**src/rtl/fetch_prefetch.sv**
```systemverilog
// Prefetching fetch unit: keeps up to FIFO_DEPTH PC-tagged words queued for decode and handles ALU redirects.
// Optional performance counters are compiled in when FETCH_PERF_EN is defined.
module fetch_prefetch #(
  parameter int                  DATA_WIDTH = 32,
  parameter int                  ADDR_WIDTH = 32,
  parameter logic [ADDR_WIDTH-1:0] START_ADDR = '0,
  parameter int                  FIFO_DEPTH = 4,
  parameter int                  ADDR_STEP  = 1
) (
  input  logic                  clk,
  input  logic                  rst,
  output logic                  inst_req,
  output logic [ADDR_WIDTH-1:0] inst_addr,
  input  logic                  inst_valid,
  input  logic [DATA_WIDTH-1:0] inst_data,
  output logic                  dec_valid,
  output logic [DATA_WIDTH-1:0] dec_inst,
  output logic [ADDR_WIDTH-1:0] dec_pc,
  input  logic                  dec_ready,
  input  logic                  redirect_valid,
  input  logic [ADDR_WIDTH-1:0] redirect_pc
`ifdef FETCH_PERF_EN
  ,
  output logic [31:0]           perf_fetch_cnt,
  output logic [31:0]           perf_flush_cnt,
  output logic [31:0]           perf_stall_cnt
`endif
);

  localparam int PW = $clog2(FIFO_DEPTH);
  localparam int CW = PW + 1;
  localparam logic [CW-1:0] DEPTH_C = CW'(FIFO_DEPTH);

  typedef enum logic [1:0] {
    IDLE = 2'd0,
    REQ  = 2'd1,
    DROP = 2'd2
  } state_t;

  state_t                state_q, state_d;
  logic [ADDR_WIDTH-1:0] fetch_pc_q, fetch_pc_d;
  logic [ADDR_WIDTH-1:0] drop_addr_q, drop_addr_d;
  logic [PW-1:0]         wr_ptr_q, wr_ptr_d;
  logic [PW-1:0]         rd_ptr_q, rd_ptr_d;
  logic [CW-1:0]         count_q, count_d;
  logic [DATA_WIDTH-1:0] inst_mem_q [FIFO_DEPTH];
  logic [ADDR_WIDTH-1:0] pc_mem_q   [FIFO_DEPTH];
  logic                  push;
  logic                  pop;

  // A response arriving together with a redirect belongs to the old path and is dropped.
  assign push      = (state_q == REQ) && inst_valid && !redirect_valid;
  assign dec_valid = (count_q != '0);
  assign pop       = dec_valid && dec_ready;
  assign dec_inst  = dec_valid ? inst_mem_q[rd_ptr_q] : '0;
  assign dec_pc    = dec_valid ? pc_mem_q[rd_ptr_q]   : '0;

  always_comb begin
    state_d     = state_q;
    fetch_pc_d  = fetch_pc_q;
    drop_addr_d = drop_addr_q;
    wr_ptr_d    = wr_ptr_q + PW'(push);
    rd_ptr_d    = rd_ptr_q + PW'(pop);
    count_d     = count_q + CW'(push) - CW'(pop);
    inst_req    = 1'b0;
    inst_addr   = fetch_pc_q;

    case (state_q)
      IDLE: begin
        if (count_q < DEPTH_C) state_d = REQ;
      end
      REQ: begin
        inst_req = 1'b1;
        if (inst_valid) begin
          fetch_pc_d = fetch_pc_q + ADDR_WIDTH'(ADDR_STEP);
          state_d    = (count_d < DEPTH_C) ? REQ : IDLE;
        end
      end
      DROP: begin
        inst_req  = 1'b1;
        inst_addr = drop_addr_q;
        if (inst_valid) state_d = REQ;
      end
      default: state_d = IDLE;
    endcase

    if (redirect_valid) begin
      count_d    = '0;
      wr_ptr_d   = '0;
      rd_ptr_d   = '0;
      fetch_pc_d = redirect_pc;
      case (state_q)
        IDLE: state_d = REQ;
        REQ: begin
          if (inst_valid) begin
            state_d = REQ;
          end else begin
            // Request still open at the cache: remember its address until it completes.
            state_d     = DROP;
            drop_addr_d = fetch_pc_q;
          end
        end
        DROP:    state_d = inst_valid ? REQ : DROP;
        default: state_d = IDLE;
      endcase
    end
  end

  always_ff @(posedge clk or negedge rst) begin
    if (!rst) begin
      state_q     <= IDLE;
      fetch_pc_q  <= START_ADDR;
      drop_addr_q <= START_ADDR;
      wr_ptr_q    <= '0;
      rd_ptr_q    <= '0;
      count_q     <= '0;
    end else begin
      state_q     <= state_d;
      fetch_pc_q  <= fetch_pc_d;
      drop_addr_q <= drop_addr_d;
      wr_ptr_q    <= wr_ptr_d;
      rd_ptr_q    <= rd_ptr_d;
      count_q     <= count_d;
    end
  end

  always_ff @(posedge clk) begin
    if (push) begin
      inst_mem_q[wr_ptr_q] <= inst_data;
      pc_mem_q[wr_ptr_q]   <= fetch_pc_q;
    end
  end

`ifdef FETCH_PERF_EN
  logic [31:0] perf_fetch_q, perf_flush_q, perf_stall_q;

  always_ff @(posedge clk or negedge rst) begin
    if (!rst) begin
      perf_fetch_q <= '0;
      perf_flush_q <= '0;
      perf_stall_q <= '0;
    end else begin
      if (push)                    perf_fetch_q <= perf_fetch_q + 32'd1;
      if (redirect_valid)          perf_flush_q <= perf_flush_q + 32'd1;
      if (dec_ready && !dec_valid) perf_stall_q <= perf_stall_q + 32'd1;
    end
  end

  assign perf_fetch_cnt = perf_fetch_q;
  assign perf_flush_cnt = perf_flush_q;
  assign perf_stall_cnt = perf_stall_q;
`endif

endmodule

```
**config.mk**
```make
export PLATFORM = sky130hd
export DESIGN_NAME = fetch_prefetch
export DESIGN_NICKNAME = d
export VERILOG_FILES = /design/src/rtl/fetch_prefetch.sv
export SDC_FILE = /design/constraint.sdc
export NUM_CORES = 1
export LEC_CHECK = 0
export CAP_MARGIN = 10
export CORE_MARGIN = 5
export CORE_UTILIZATION = 50
export CTS_CLUSTER_DIAMETER = 50
export DETAILED_ROUTE_END_ITERATION = 12
export GPL_ROUTABILITY_DRIVEN = 0
export MAX_ROUTING_LAYER = met4
export PLACE_DENSITY = 0.8
export SYNTH_ARGS = -nofsm -noshare
export SYNTH_HDL_FRONTEND = slang
export SYNTH_SLANG_ARGS = --single-unit
```
**constraint.sdc**
```tcl
create_clock -name clk -period 8.5 [get_ports clk]
set_clock_uncertainty 0.1 [all_clocks]
set_input_delay 2.55 -clock clk [delete_from_list [all_inputs] [get_ports clk]]
set_output_delay 2.55 -clock clk [all_outputs]
set_load 0.01 [all_outputs]
```
==> flow_metrics.env, run 1 <==
export IMPL_period_share=0.699
export IMPL_syn_area_per_cell_um2=17.4
export IMPL_critPathCaptureType="output pin"
export IMPL_clkTransAtPathRegs_ns=0.06
export IMPL_htree_levels=2
export IMPL_layout_area_overhead_vs_synth_pct=23.5
export IMPL_finalNetCount=1030
export IMPL_setup_violations_final=0
export IMPL_mostFrequentLayoutCells="edfxtp_1 (256), clkdlybuf4s50_1 (165), dfrtp_1 (71), and2_1 (66), mux4_2 (64)"
export IMPL_tns_ns=0
export IMPL_synth_edf_count=256
export IMPL_fill_cells=1924
export IMPL_drtIter0Drc=581
export IMPL_worstSkewPairLatency_ns=0.51
export IMPL_netlist_area_um2=13600
export IMPL_cp_required_ns=5.85
export IMPL_ctsHoldBuffers=0
export IMPL_preCtsSetupSlack_ns=2.80
export IMPL_num_rows=60
export IMPL_start_util=0.507
export IMPL_drc_errors=0
export IMPL_drt_total_wl_mm=27.6
export IMPL_finalHoldViolations=0
export IMPL_fmax_mhz=168
export IMPL_postRouteAntennaNets=0
export IMPL_syn_nets=860
export IMPL_drive_gt1_frac=0.195
export IMPL_cp_max_fo=48
export IMPL_async_flop_share=0.222
export IMPL_dr_pass1_iters=5
export IMPL_leakage_uw=0.00563
export IMPL_grt_max_degree=74
export IMPL_core_area_um2=26900
export IMPL_slew_violations=0
export IMPL_grt_ovfl_total=0
export IMPL_dieArea_um2=30700
export IMPL_crit_type="register to output pin"
export IMPL_antenna_found_initial=0
export IMPL_cts_buffers=38
export IMPL_synth_cells=781
export IMPL_layout_commonest_cell="edfxtp_1"
export IMPL_dp_hpwl_mm=16.8
export IMPL_postCtsSetupBuffers=0
export IMPL_holdWs_ns=0.388
export IMPL_numPortBuffers=166
export IMPL_ys_flop_type="edfxtp_1"
export IMPL_startpoint_type="register"
export IMPL_cp_arrival_ns=3.29
export IMPL_drv_cap=0
export IMPL_hold_class="register to register"
export IMPL_ir_worst_vdd_mv=0.181
export IMPL_viasPerCell=5.72
export IMPL_cts_tree="yes"
export IMPL_cts_max_path_buffers=3
export IMPL_ys_seq_area_frac=0.698
export IMPL_clock_sinks=329
export IMPL_outcome="finished, final reports clean"
export IMPL_grt_setup_unrepaired="no"
export IMPL_vias=7539
export IMPL_synth_distinct_cells=47
export IMPL_tightestPinTransition_ns=1.04
export IMPL_insertedDiodeCount=0
export IMPL_worst_slack_ns=2.56
export IMPL_ys_ff_latch=329
export IMPL_grt_usage=0.184
export IMPL_grt_pass1_vias=7597
export IMPL_fp_dieW_um=175
export IMPL_max_slew_margin=0.307
export IMPL_clockRootBuffer="clkbuf_16"
export IMPL_die_h_um=175
export IMPL_cts_resized=0
export IMPL_grt_pass1_wl_mm=43.3
export IMPL_final_min_clock_period_ns=5.94
export IMPL_power_density_nw_per_um2=296
export IMPL_routedWlPerCell_um=20.9
export IMPL_io_pins=167
export IMPL_yosys_warnings=0
[synthesized netlist by cell type, drive strengths merged, types with 2 or more instances]
cell | instances | area share
nor3 | 4 | 0.0015
or3 | 3 | 0.0014
nand4 | 9 | 0.0046
nor2b | 3 | 0.0014
o31ai | 16 | 0.0088
nor4 | 3 | 0.0014
buf | 18 | 0.0083
a21oi | 2 | 0.00073
a31oi | 19 | 0.0087
o31a | 2 | 0.0013
and2 | 66 | 0.030
nor2 | 27 | 0.0074
xor2 | 4 | 0.0026
clkbuf | 25 | 0.0076
inv | 10 | 0.0028
edfxtp | 256 | 0.56
xnor2 | 7 | 0.0045
o21ai | 17 | 0.0062
mux2 | 60 | 0.050
mux4 | 64 | 0.11
and4 | 2 | 0.0013
or4 | 21 | 0.012
dfrtp | 73 | 0.13
o211ai | 2 | 0.0011
nand2 | 29 | 0.0080
nand3 | 15 | 0.0055
ha | 9 | 0.0083
and3 | 4 | 0.0018
[flip-flops by register name (all words and copies together) (netlist names)]
| signal | count |
|---|---|
| count_q | 3 |
| drop_addr_q | 32 |
| fetch_pc_q | 32 |
| inst_mem_q | 128 |
| pc_mem_q | 128 |
| rd_ptr_q | 2 |
| state_q | 2 |
| wr_ptr_q | 2 |
[where the power goes]
part	leakage [uW]	total [uW]	internal (uW)	switching, uW
sequential	0.00317	2080	1900	178
combinational	0.00187	1310	786	523
clock	0.000594	1600	972	624
[final cells by class]
class / count / area [um^2] / share of cell area
Sequential cell: 329 / 9520 / 0.566
Inverter: 10 / 37.5 / 0.00223
Tap cell: 341 / 427 / 0.0254
Timing Repair Buffer: 175 / 1730 / 0.103
Clock buffer: 44 / 1000 / 0.0597
Clock inverter: 23 / 241 / 0.0144
Multi-Input combinational cell: 397 / 3860 / 0.230
[routing by layer]
layer | track usage | vias up | share of wire
li1 | - | 3416 | -
met1 | 0.268 | 3822 | 0.46
met2 | 0.276 | 254 | 0.47
met3 | 0.0314 | 47 | 0.058
met4 | 0.0416 | 0 | 0.018
met5 | - | - | 0
[per-stage QoR]
stage	cells	power, uW	utilization	instance area [um^2]
after floorplan	781	2810	-	13600
after global placement	1252	3420	0.580	15600
after global routing	1319	5220	0.626	16800
after detailed placement	1252	3450	0.580	15600
final	1319	4990	0.626	16800
after CTS	1319	5050	0.626	16800
[cells by family after synthesis]
kind of cell / Yosys count / synth area share
buffers and inverters: 55 / 0.0200
AND/OR/NAND/NOR: 188 / 0.0780
multiplexers: 125 / 0.156
AO/OA/AOI/OAI: 62 / 0.0293
XOR/XNOR: 12 / 0.00872
adder cells (fa/ha/maj): 10 / 0.00973
flip-flops: 329 / 0.698
[path summary, 6_finish.rpt]
check	from	endpoint	slack (ns)	depth (start not counted)
min in group asynchronous	rst	drop_addr_q[5]	2.09	1
min	drop_addr_q[29]	drop_addr_q[29]	0.39	1
max reg2reg	count_q[1]	state_q[0]	4.93	11
min reg2reg	drop_addr_q[29]	drop_addr_q[29]	0.39	1
max in group asynchronous	rst	rd_ptr_q[0]	5.49	1
max	rd_ptr_q[0]	dec_inst[0]	2.56	4
[worst max-delay path, stage by stage, from the launching register on]
cell and delay (ns):
dfrtp_4 1.07, buf_4 0.48, mux4_2 0.54, and2_1 0.19, clkdlybuf4s50_1 0.49
Note: power is estimated with default switching activity, not from simulation.
==> run 2, diff against run 1 <==
clock period = 6.16 ns   (was 8.5 ns; I/O delays follow)
==> run 2 against run 1 <==
Via count decreased by 0.61%. Largest cell class unchanged. Setup slack lost 1.2 ns. Critical path depth stayed put. Highest routed layer unchanged. Total power grew 38%. Flip-flop and latch count unchanged. Global-route usage shrank 0.069 points. Sequential power rose by 35%. Non-clock buffer count up 1. Count of clock-buffer cells in the layout increased by 3. Cell count stayed put.
==> flow_metrics.env, run 2 (synthesized netlist as in run 1, its figures left out) <==
export IMPL_hold_class="register to register"
export IMPL_finalNetCount=1029
export IMPL_ir_worst_vdd_mv=0.243
export IMPL_numPortBuffers=166
export IMPL_power_density_nw_per_um2=409
export IMPL_r2r_cells=11
export IMPL_cts_resized=0
export IMPL_postRouteAntennaNets=0
export IMPL_cts_tree="yes"
export IMPL_max_stage_delay_ns=0.71
export IMPL_reg_top3="inst_mem_q x128, pc_mem_q x128"
export IMPL_post_place_cells=1253
export IMPL_dp_hpwl_mm=16.3
export IMPL_viasPerCell=5.68
export IMPL_cp_max_fo=44
export IMPL_tns_ns=0
export IMPL_cts_max_path_buffers=3
export IMPL_antenna_found_initial=0
export IMPL_worst_slack_ns=1.31
export IMPL_grt_pass1_wl_mm=43.1
export IMPL_core_area_um2=26900
export IMPL_grt_ovfl_total=0
export IMPL_outcome="finished, final reports clean"
export IMPL_insertedDiodeCount=0
export IMPL_worstSkewPairLatency_ns=0.52
export IMPL_io_pins=167
export IMPL_routedWlPerCell_um=20.7
export IMPL_fill_cells=1958
export IMPL_grt_usage=0.183
export IMPL_holdWs_ns=0.389
export IMPL_period_share=0.787
export IMPL_layout_area_overhead_vs_synth_pct=23.6
export IMPL_setup_violations_final=0
export IMPL_drv_cap=0
export IMPL_finalHoldViolations=0
export IMPL_drt_total_wl_mm=27.3
export IMPL_postCtsSetupBuffers=0
export IMPL_finalInstanceArea_um2=16800
export IMPL_leakage_uw=0.00563
export IMPL_cp_arrival_ns=2.90
export IMPL_dr_pass1_iters=5
export IMPL_grt_pass1_vias=7701
export IMPL_dieArea_um2=30700
export IMPL_tightestPinTransition_ns=1.02
export IMPL_vias=7493
export IMPL_fp_dieW_um=175
export IMPL_preCtsSetupSlack_ns=1.34
export IMPL_clock_sinks=329
export IMPL_clockRootBuffer="clkbuf_16"
export IMPL_cts_buffers=36
export IMPL_placedInstanceArea_um2=15600
export IMPL_crit_path_top_delay_cell="dfrtp_4"
export IMPL_cp_required_ns=4.21
export IMPL_drive_gt1_frac=0.196
export IMPL_die_h_um=175
export IMPL_max_slew_margin=0.319
export IMPL_final_min_clock_period_ns=4.85
export IMPL_slew_violations=0
export IMPL_start_util=0.507
export IMPL_drc_errors=0
export IMPL_grt_max_degree=74
export IMPL_drtIter0Drc=539
export IMPL_clkTransAtPathRegs_ns=0.05
export IMPL_hold_depth=1
export IMPL_critPathCaptureType="output pin"
export IMPL_grt_setup_unrepaired="no"
export IMPL_htree_levels=2
export IMPL_crit_type="register to output pin"
export IMPL_startpoint_type="register"
export IMPL_stdcell_count=1319
export IMPL_layout_commonest_cell="edfxtp_1"
export IMPL_ctsHoldBuffers=0
export IMPL_path_cells="buf_12 > mux4_2 > and2_1 > clkdlybuf4s50_1"
export IMPL_fmax_mhz=206
export IMPL_num_rows=60
export IMPL_mostFrequentLayoutCells="edfxtp_1 (256), clkdlybuf4s50_1 (165), dfrtp_1 (71), and2_1 (66), mux4_2 (64)"
==> run 2: metrics by stage <==
step / total power (uW) / utilization
after floorplan: 3870 / -
after global placement: 4750 / 0.581
after detailed placement: 4780 / 0.581
after CTS: 6980 / 0.627
after global routing: 7220 / 0.627
final: 6880 / 0.627
==> run 2: worst max-delay path: cells and delay by family, from the launching register on <==
family                 cells  cell delay [ns]
buffers and inverters      2             0.95
and+or+nand+nor            1             0.18
DFF                        1             0.71
muxes                      1             0.54
==> run 2: metal layers <==
metal | GRT usage | part of all wire | up-vias | routed length (um)
li1 | - | - | 3419 | -
met1 | 0.258 | 0.46 | 3827 | 12400
met2 | 0.282 | 0.48 | 212 | 13000
met3 | 0.0355 | 0.051 | 35 | 1400
met4 | 0.0406 | 0.015 | 0 | 406
met5 | - | 0 | - | 0
==> run 2: report_power, final <==
part / internal [uW] / leakage [uW] / switching [uW]
Sequential: 2630 / 0.00317 / 179
Combinational: 1090 / 0.00188 / 793
Clock: 1350 / 0.000586 / 841
Total: 5070 / 0.00563 / 1810
==> run 2: final timing paths <==
check / startpoint / endpoint / slack [ns]
hold reg to reg: drop_addr_q[29] / drop_addr_q[29] / 0.39
setup reg to reg: count_q[1] / state_q[0] / 2.88
hold / removal: drop_addr_q[29] / drop_addr_q[29] / 0.39
max in group asynchronous: rst / rd_ptr_q[0] / 3.88
setup / recovery: rd_ptr_q[0] / dec_pc[12] / 1.31
min in group asynchronous: rst / drop_addr_q[7] / 1.35
==> run 2: layout make-up <==
type	count	area (um^2)	area share
Clock inverter	19	241	0.0143
Inverter	10	37.5	0.00223
Tap cell	341	427	0.0253
Timing Repair Buffer	176	1760	0.104
Sequential cell	329	9520	0.565
Clock buffer	47	983	0.0584
Multi-Input combinational cell	397	3880	0.230
